[src/rtl/uart_tx_feeder.sv]
// Byte FIFO feeding a UART TX state machine through a start/tx_done handshake.
// Optional sticky overflow flag is compiled in with UART_TX_FEEDER_OVF_EN.
module uart_tx_feeder #(
    parameter int DEPTH  = 8,
    parameter int DATA_W = 8
) (
    input  logic                     clk,
    input  logic                     rst_n,
    input  logic                     in_valid,
    input  logic [DATA_W-1:0]        in_data,
    output logic                     in_ready,
    output logic                     start,
    output logic [DATA_W-1:0]        tx_data,
    input  logic                     tx_done,
    output logic [$clog2(DEPTH):0]   level,
    output logic                     empty,
    output logic                     full,
    input  logic                     ovf_clr,
    output logic                     overflow,
    output logic [1:0]               o_dbg_state
);
    localparam int AW = $clog2(DEPTH);
    localparam logic [AW:0] L_DEPTH = (AW+1)'(DEPTH);

    // Host side: in_valid/in_ready; a byte moves on any rising edge where both are high.
    // TX side: start rises with tx_data stable; tx_done high pops the byte, start
    // drops, and no new start is issued until tx_done returns low.
    typedef enum logic [1:0] {
        S_IDLE    = 2'd0,
        S_SEND    = 2'd1,
        S_RELEASE = 2'd2
    } state_t;

    state_t              r_state;
    logic [DATA_W-1:0]   r_mem [DEPTH];
    logic [AW-1:0]       r_wr_ptr;
    logic [AW-1:0]       r_rd_ptr;
    logic [AW:0]         r_level;
    logic                r_start;
    logic [DATA_W-1:0]   r_tx_data;
    logic                r_ovf;
    logic                w_full;
    logic                w_empty;
    logic                w_push;
    logic                w_pop;

    assign w_full   = (r_level == L_DEPTH);
    assign w_empty  = (r_level == '0);
    assign w_push   = in_valid && !w_full;
    assign w_pop    = (r_state == S_SEND) && tx_done;

    assign in_ready    = !w_full;
    assign full        = w_full;
    assign empty       = w_empty;
    assign level       = r_level;
    assign start       = r_start;
    assign tx_data     = r_tx_data;
    assign overflow    = r_ovf;
    assign o_dbg_state = r_state;

    always_ff @(posedge clk) begin
        if (w_push) begin
            r_mem[r_wr_ptr] <= in_data;
        end
    end

    // Pointers wrap naturally because DEPTH is a power of two.
    always_ff @(posedge clk or negedge rst_n) begin
        if (!rst_n) begin
            r_wr_ptr <= '0;
            r_rd_ptr <= '0;
            r_level  <= '0;
        end else begin
            if (w_push) r_wr_ptr <= r_wr_ptr + AW'(1);
            if (w_pop)  r_rd_ptr <= r_rd_ptr + AW'(1);
            case ({w_push, w_pop})
                2'b10:   r_level <= r_level + (AW+1)'(1);
                2'b01:   r_level <= r_level - (AW+1)'(1);
                default: r_level <= r_level;
            endcase
        end
    end

    always_ff @(posedge clk or negedge rst_n) begin
        if (!rst_n) begin
            r_state   <= S_IDLE;
            r_start   <= 1'b0;
            r_tx_data <= '0;
        end else begin
            case (r_state)
                S_IDLE: begin
                    if (!w_empty) begin
                        r_state   <= S_SEND;
                        r_start   <= 1'b1;
                        r_tx_data <= r_mem[r_rd_ptr];
                    end
                end
                S_SEND: begin
                    if (tx_done) begin
                        r_state <= S_RELEASE;
                        r_start <= 1'b0;
                    end
                end
                S_RELEASE: begin
                    if (!tx_done) r_state <= S_IDLE;
                end
                default: begin
                    r_state <= S_IDLE;
                    r_start <= 1'b0;
                end
            endcase
        end
    end

`ifdef UART_TX_FEEDER_OVF_EN
    // A dropped write on the same edge as a clear wins, so no drop goes unreported.
    always_ff @(posedge clk or negedge rst_n) begin
        if (!rst_n) begin
            r_ovf <= 1'b0;
        end else if (in_valid && w_full) begin
            r_ovf <= 1'b1;
        end else if (ovf_clr) begin
            r_ovf <= 1'b0;
        end
    end
`else
    logic w_ovf_clr_unused;
    assign w_ovf_clr_unused = ovf_clr;
    assign r_ovf = 1'b0;
`endif

endmodule

[config.mk]
export PLATFORM = sky130hd
export DESIGN_NAME = uart_tx_feeder
export DESIGN_NICKNAME = d
export VERILOG_FILES = /design/src/rtl/uart_tx_feeder.sv
export SDC_FILE = /design/constraint.sdc
export NUM_CORES = 1
export LEC_CHECK = 0
export CAP_MARGIN = 10
export CORE_ASPECT_RATIO = 0.75
export CORE_MARGIN = 1
export CORE_UTILIZATION = 51
export DETAILED_ROUTE_END_ITERATION = 16
export PLACE_DENSITY = 0.75
export SKIP_LAST_GASP = 1
export SLEW_MARGIN = 20
export SYNTH_ARGS = -nofsm -noshare
export SYNTH_HDL_FRONTEND = slang
export SYNTH_SLANG_ARGS = --single-unit
[constraint.sdc]
create_clock -name clk -period 2.4 [get_ports clk]
set_input_delay 0.48 -clock clk [delete_from_list [all_inputs] [get_ports clk]]
set_output_delay 0.48 -clock clk [all_outputs]
set_load 0.02 [all_outputs]
==> impl_table.tex <==
\begin{tabular}{lr}
\hline
Metric & Value \\
\hline
\multicolumn{2}{l}{\textbf{Status}} \\
\quad Status & completed \\
\multicolumn{2}{l}{\textbf{Yosys}} \\
\quad Yosys reg bits & 85 \\
\quad Distinct cell type count after synthesis & 37 \\
\quad Post-Syn Nets & 249 \\
\quad Summed instance area of the synthesized netlist & 0.003490 sq mm \\
\quad Register area share after synthesis & 70.13\% \\
\quad Predominant post-synthesis flop cell & sky130\_fd\_sc\_hd\_\_edfxtp\_1 \\
\quad Synthesized area divided by synthesized cell count & 15.11 sq um \\
\quad Fraction of registers with async set/reset & 24.71\% \\
\quad Gate count after technology mapping & 231 \\
\quad Number of flops mapped to enable cells by yosys & 64 \\
\quad Synthesis warning total & 0 \\
\multicolumn{2}{l}{\textbf{GRT}} \\
\quad Number of global-route vias before repair & 1925 \\
\quad GRT Util Overall & 19.97\% \\
\quad Global-route wire length before repair & 10150 um \\
\quad Largest net degree at the start of global routing & 35 \\
\quad Final global-route overflow total & 0 \\
\quad Initial antenna violation count & 0 \\
\multicolumn{2}{l}{\textbf{Detailed routing}} \\
\quad Vias & 1991 \\
\quad Via density per instance & 5.425 \\
\quad Wire length reported by the detailed router & 6467 um \\
\quad Drt first-iter violations & 157 \\
\quad ANT nets after route & 0 \\
\quad Wire length per cell & 17.62 um \\
\quad DRC violations left & 0 \\
\quad Router iterations before antenna repair & 4 \\
\multicolumn{2}{l}{\textbf{Timing}} \\
\quad Final critical delay including setup and external delays & 2.321 ns \\
\quad Worst max-slew margin expressed relative to the limit & 50.36\% \\
\quad Part of the cycle the worst path needs & 96.73\% \\
\quad Setup-violating endpoint count in the final report & 0 \\
\quad Unrepaired setup endpoints after global routing & yes \\
\quad Maximum clock rate & 430.8 MHz \\
\quad Hold Fails Final Rpt & 0 \\
\quad Slew at the pin closest to its max-slew limit & 0.7419 ns \\
\quad Worst hold margin & 0.4943 ns \\
\quad Number of max-slew violations in the final report & 0 \\
\quad Setup Skew & 0.008597 ns \\
\multicolumn{2}{l}{\textbf{Critical path}} \\
\quad Launch point of the worst reg-to-reg path & level[0] \\
\quad Cells along the critical path & or4b\_4, clkdlybuf4s50\_1 \\
\quad Worst setup slack for register-to-register paths & 0.16 ns \\
\quad Startpoint class of the critical path & flip-flop \\
\quad Number of buffer and inverter stages on the critical path & 1 \\
\quad Critical Path Stages & 2 \\
\quad Critical Path Slowest Stage Cell & sky130\_fd\_sc\_hd\_\_clkdlybuf4s50\_1 \\
\quad Number of cells on the worst reg-to-reg path & 10 \\
\quad Nature of the critical path endpoint & primary output \\
\quad CP Class & flip-flop to primary output \\
\quad Stage delay of the slowest cell on the critical path & 0.55 ns \\
\quad Worst endpoint required time & 1.92 ns \\
\quad Maximum net fanout on the critical path & 3 \\
\quad Capturing point of the worst reg2reg path & level[2] \\
\quad Last element of the critical path & in\_ready \\
\quad Gate family responsible for the most delay along the worst path & buffers and inverters \\
\quad WP data arrival & 1.84 ns \\
\quad Worst setup path startpoint & level[0] \\
\multicolumn{2}{l}{\textbf{Floorplan}} \\
\quad Horizontal extent of the die & 97.52 um \\
\quad Core area & 0.006444 sq mm \\
\quad Standard-cell row count & 25 \\
\quad Effective utilization at floorplan & 54.16\% \\
\quad Total Die Area & 0.007181 sq mm \\
\quad Y dimension of the die & 73.64 um \\
\quad \# IOs & 32 \\
\multicolumn{2}{l}{\textbf{Worst hold path}} \\
\quad Path category of the worst min-delay check & input port to asynchronous set/reset pin \\
\multicolumn{2}{l}{\textbf{Power}} \\
\quad Leakage & 1.627 nW \\
\quad Total power divided by cell area & 1224 mW/mm\^{}2 \\
\quad Peak ir drop on the vdd network & 0.6024 mV \\
\multicolumn{2}{l}{\textbf{Clock network}} \\
\quad Clock slew at reported path FFs & 0.08 ns \\
\quad Clock buffer count from CTS & 9 \\
\quad TritonCTS clock tree & yes \\
\quad CTS root buffer & sky130\_fd\_sc\_hd\_\_clkbuf\_8 \\
\quad Htree depth & 3 \\
\quad Maximum clock insertion buffer count & 2 \\
\quad \# clock sinks & 85 \\
\quad Worst-Skew Late Latency & 0.34 ns \\
\multicolumn{2}{l}{\textbf{Placement}} \\
\quad Placer congestion estimate & 0.6881 \\
\quad Buffers on Ports & 29 \\
\quad Detailed-placement wirelength estimate & 4006 um \\
\quad Placed cell count & 351 \\
\multicolumn{2}{l}{\textbf{Final layout}} \\
\quad Number of antenna repair diodes & 0 \\
\quad Final \#Nets & 299 \\
\quad Fillers & 466 \\
\quad Area growth from synthesis to layout & 20.54\% \\
\quad Final cell count without fillers & 367 \\
\quad Share of final-layout standard cells stronger than drive strength 1 & 17.48\% \\
\multicolumn{2}{l}{\textbf{Run}} \\
\quad Count of maximum capacitance violations & 0 \\
\hline
\end{tabular}
==> state kept, by name, summed over array words and instances, names as in the netlist <==
name,count
level,4
o_dbg_state,2
r_mem,64
tx_data,8
start,1
r_rd_ptr,3
r_wr_ptr,3
==> cell type report <==
cell class	instances	area, sq um	area share (%)
flip-flops and latches	85	2450	58.24
multi-input cells	125	979.7	23.29
repair buffers	49	441.7	10.50
inverters	11	42.54	1.011
clock inverters	6	63.81	1.517
well taps	81	101.3	2.409
clock buffers	10	127.6	3.034
==> through the flow <==
step	cell area (sq um)	utilization (%)	TNS [ns]	worst slack [ns]	power [mW]
after floorplan	3505	-	0	0.02559	3.445
after global placement	3994	61.98	-0.001082	-0.001082	4.129
final	4207	65.28	0	0.07860	5.151
after CTS	4184	64.93	0	0.006893	5.164
after detailed placement	3994	61.98	-0.07401	-0.07281	4.191
after global routing	4207	65.28	-0.01682	-0.01682	5.450
==> power by group <==
part	internal, mW	leakage, nW	switching (mW)
combinational	0.925	0.705	1.13
clock	0.479	0.0923	0.492
sequential	1.94	0.830	0.191
==> worst register-to-register path, delay by kind of cell, from the launching register on <==
family	cells	cell delay, ns
and+or+nand+nor	3	0.78
AOI/OAI and AO/OA	1	0.14
adders and majority gates	2	0.36
xor gates and xnor gates	3	0.37
DFF	1	0.40
buffers and inverters	1	0.08
==> layout by cell type, fill, tap and decap left out, types with 3 or more instances in the layout <==
cell                              count
sky130_fd_sc_hd__a22oi_1             16
sky130_fd_sc_hd__nor2_1               9
sky130_fd_sc_hd__o21ai_1              8
sky130_fd_sc_hd__ha_1                 4
sky130_fd_sc_hd__inv_1               10
sky130_fd_sc_hd__nand2_1              8
sky130_fd_sc_hd__clkbuf_8             9
sky130_fd_sc_hd__nor2b_1              3
sky130_fd_sc_hd__clkinv_2             3
sky130_fd_sc_hd__clkdlybuf4s50_1     27
sky130_fd_sc_hd__nand2b_1             3
sky130_fd_sc_hd__nand3_1              9
sky130_fd_sc_hd__buf_4               20
sky130_fd_sc_hd__xnor2_1              4
sky130_fd_sc_hd__nor3_1               3
sky130_fd_sc_hd__mux2i_1             32
sky130_fd_sc_hd__xor2_1               4
sky130_fd_sc_hd__dfrtp_1             19
sky130_fd_sc_hd__edfxtp_1            64
==> per-layer routing <==
layer  vias up  GRT usage [%]  part of all wire [%]
li1        955              -                     -
met1       989          26.92                    48
met2        40          30.46                    47
met5         -              0                     0
met3         7          6.470                   4.2
met4         0          8.170                   1.2
==> repair_timing <==
item	CTS	global route
gates cloned	0	0
hold buffers	0	0
setup endpoints to repair	1	3
setup buffers	0	0
gates resized for setup	1	4
==> how the worst min path moves through the flow <==
stage | startpoint | endpoint | slack, ns | depth (start not counted)
6_report | rst_n | tx_data[5] | 0.49 | 2
5_1_grt | rst_n | o_dbg_state[1] | 0.50 | 2
4_1_cts | rst_n | o_dbg_state[1] | 0.50 | 2
3_5_place_dp | tx_data[3] | tx_data[3] | 0.51 | 2
3_3_place_gp | r_rd_ptr[2] | r_rd_ptr[2] | 0.51 | 1
2_1_floorplan | rst_n | level[0] | 0.18 | 0
==> logic make-up (layout without fill, tap and decap cells) <==
| family | count (synthesis) | count (layout) | synth area share, % |
|---|---|---|---|
| DFF | 85 | 85 | 70.13 |
| and+or+nand+nor | 47 | 47 | 7.530 |
| muxes | 34 | 34 | 9.824 |
| AOI/OAI and AO/OA | 29 | 29 | 5.630 |
| buffers and inverters | 21 | 76 | 2.725 |
| xor gates and xnor gates | 9 | 9 | 2.259 |
| adders and majority gates | 5 | 5 | 1.793 |
| other | 1 | 1 | 0.1075 |
==> cell usage after synthesis, types with 4 or more instances <==
cell / n / area share, %
sky130_fd_sc_hd__a22oi_1: 16 / 3.4
sky130_fd_sc_hd__dfrtp_1: 21 / 15
sky130_fd_sc_hd__edfxtp_1: 64 / 55
sky130_fd_sc_hd__ha_1: 5 / 1.8
sky130_fd_sc_hd__inv_1: 10 / 1.1
sky130_fd_sc_hd__mux2i_1: 32 / 9.2
sky130_fd_sc_hd__nand2_1: 8 / 0.86
sky130_fd_sc_hd__nand3_1: 9 / 1.3
sky130_fd_sc_hd__nor2_1: 9 / 0.97
sky130_fd_sc_hd__o21ai_1: 8 / 1.1
sky130_fd_sc_hd__xnor2_1: 4 / 1.0
sky130_fd_sc_hd__xor2_1: 5 / 1.3
No activity file was read; power rests on OpenSTA's default activity.
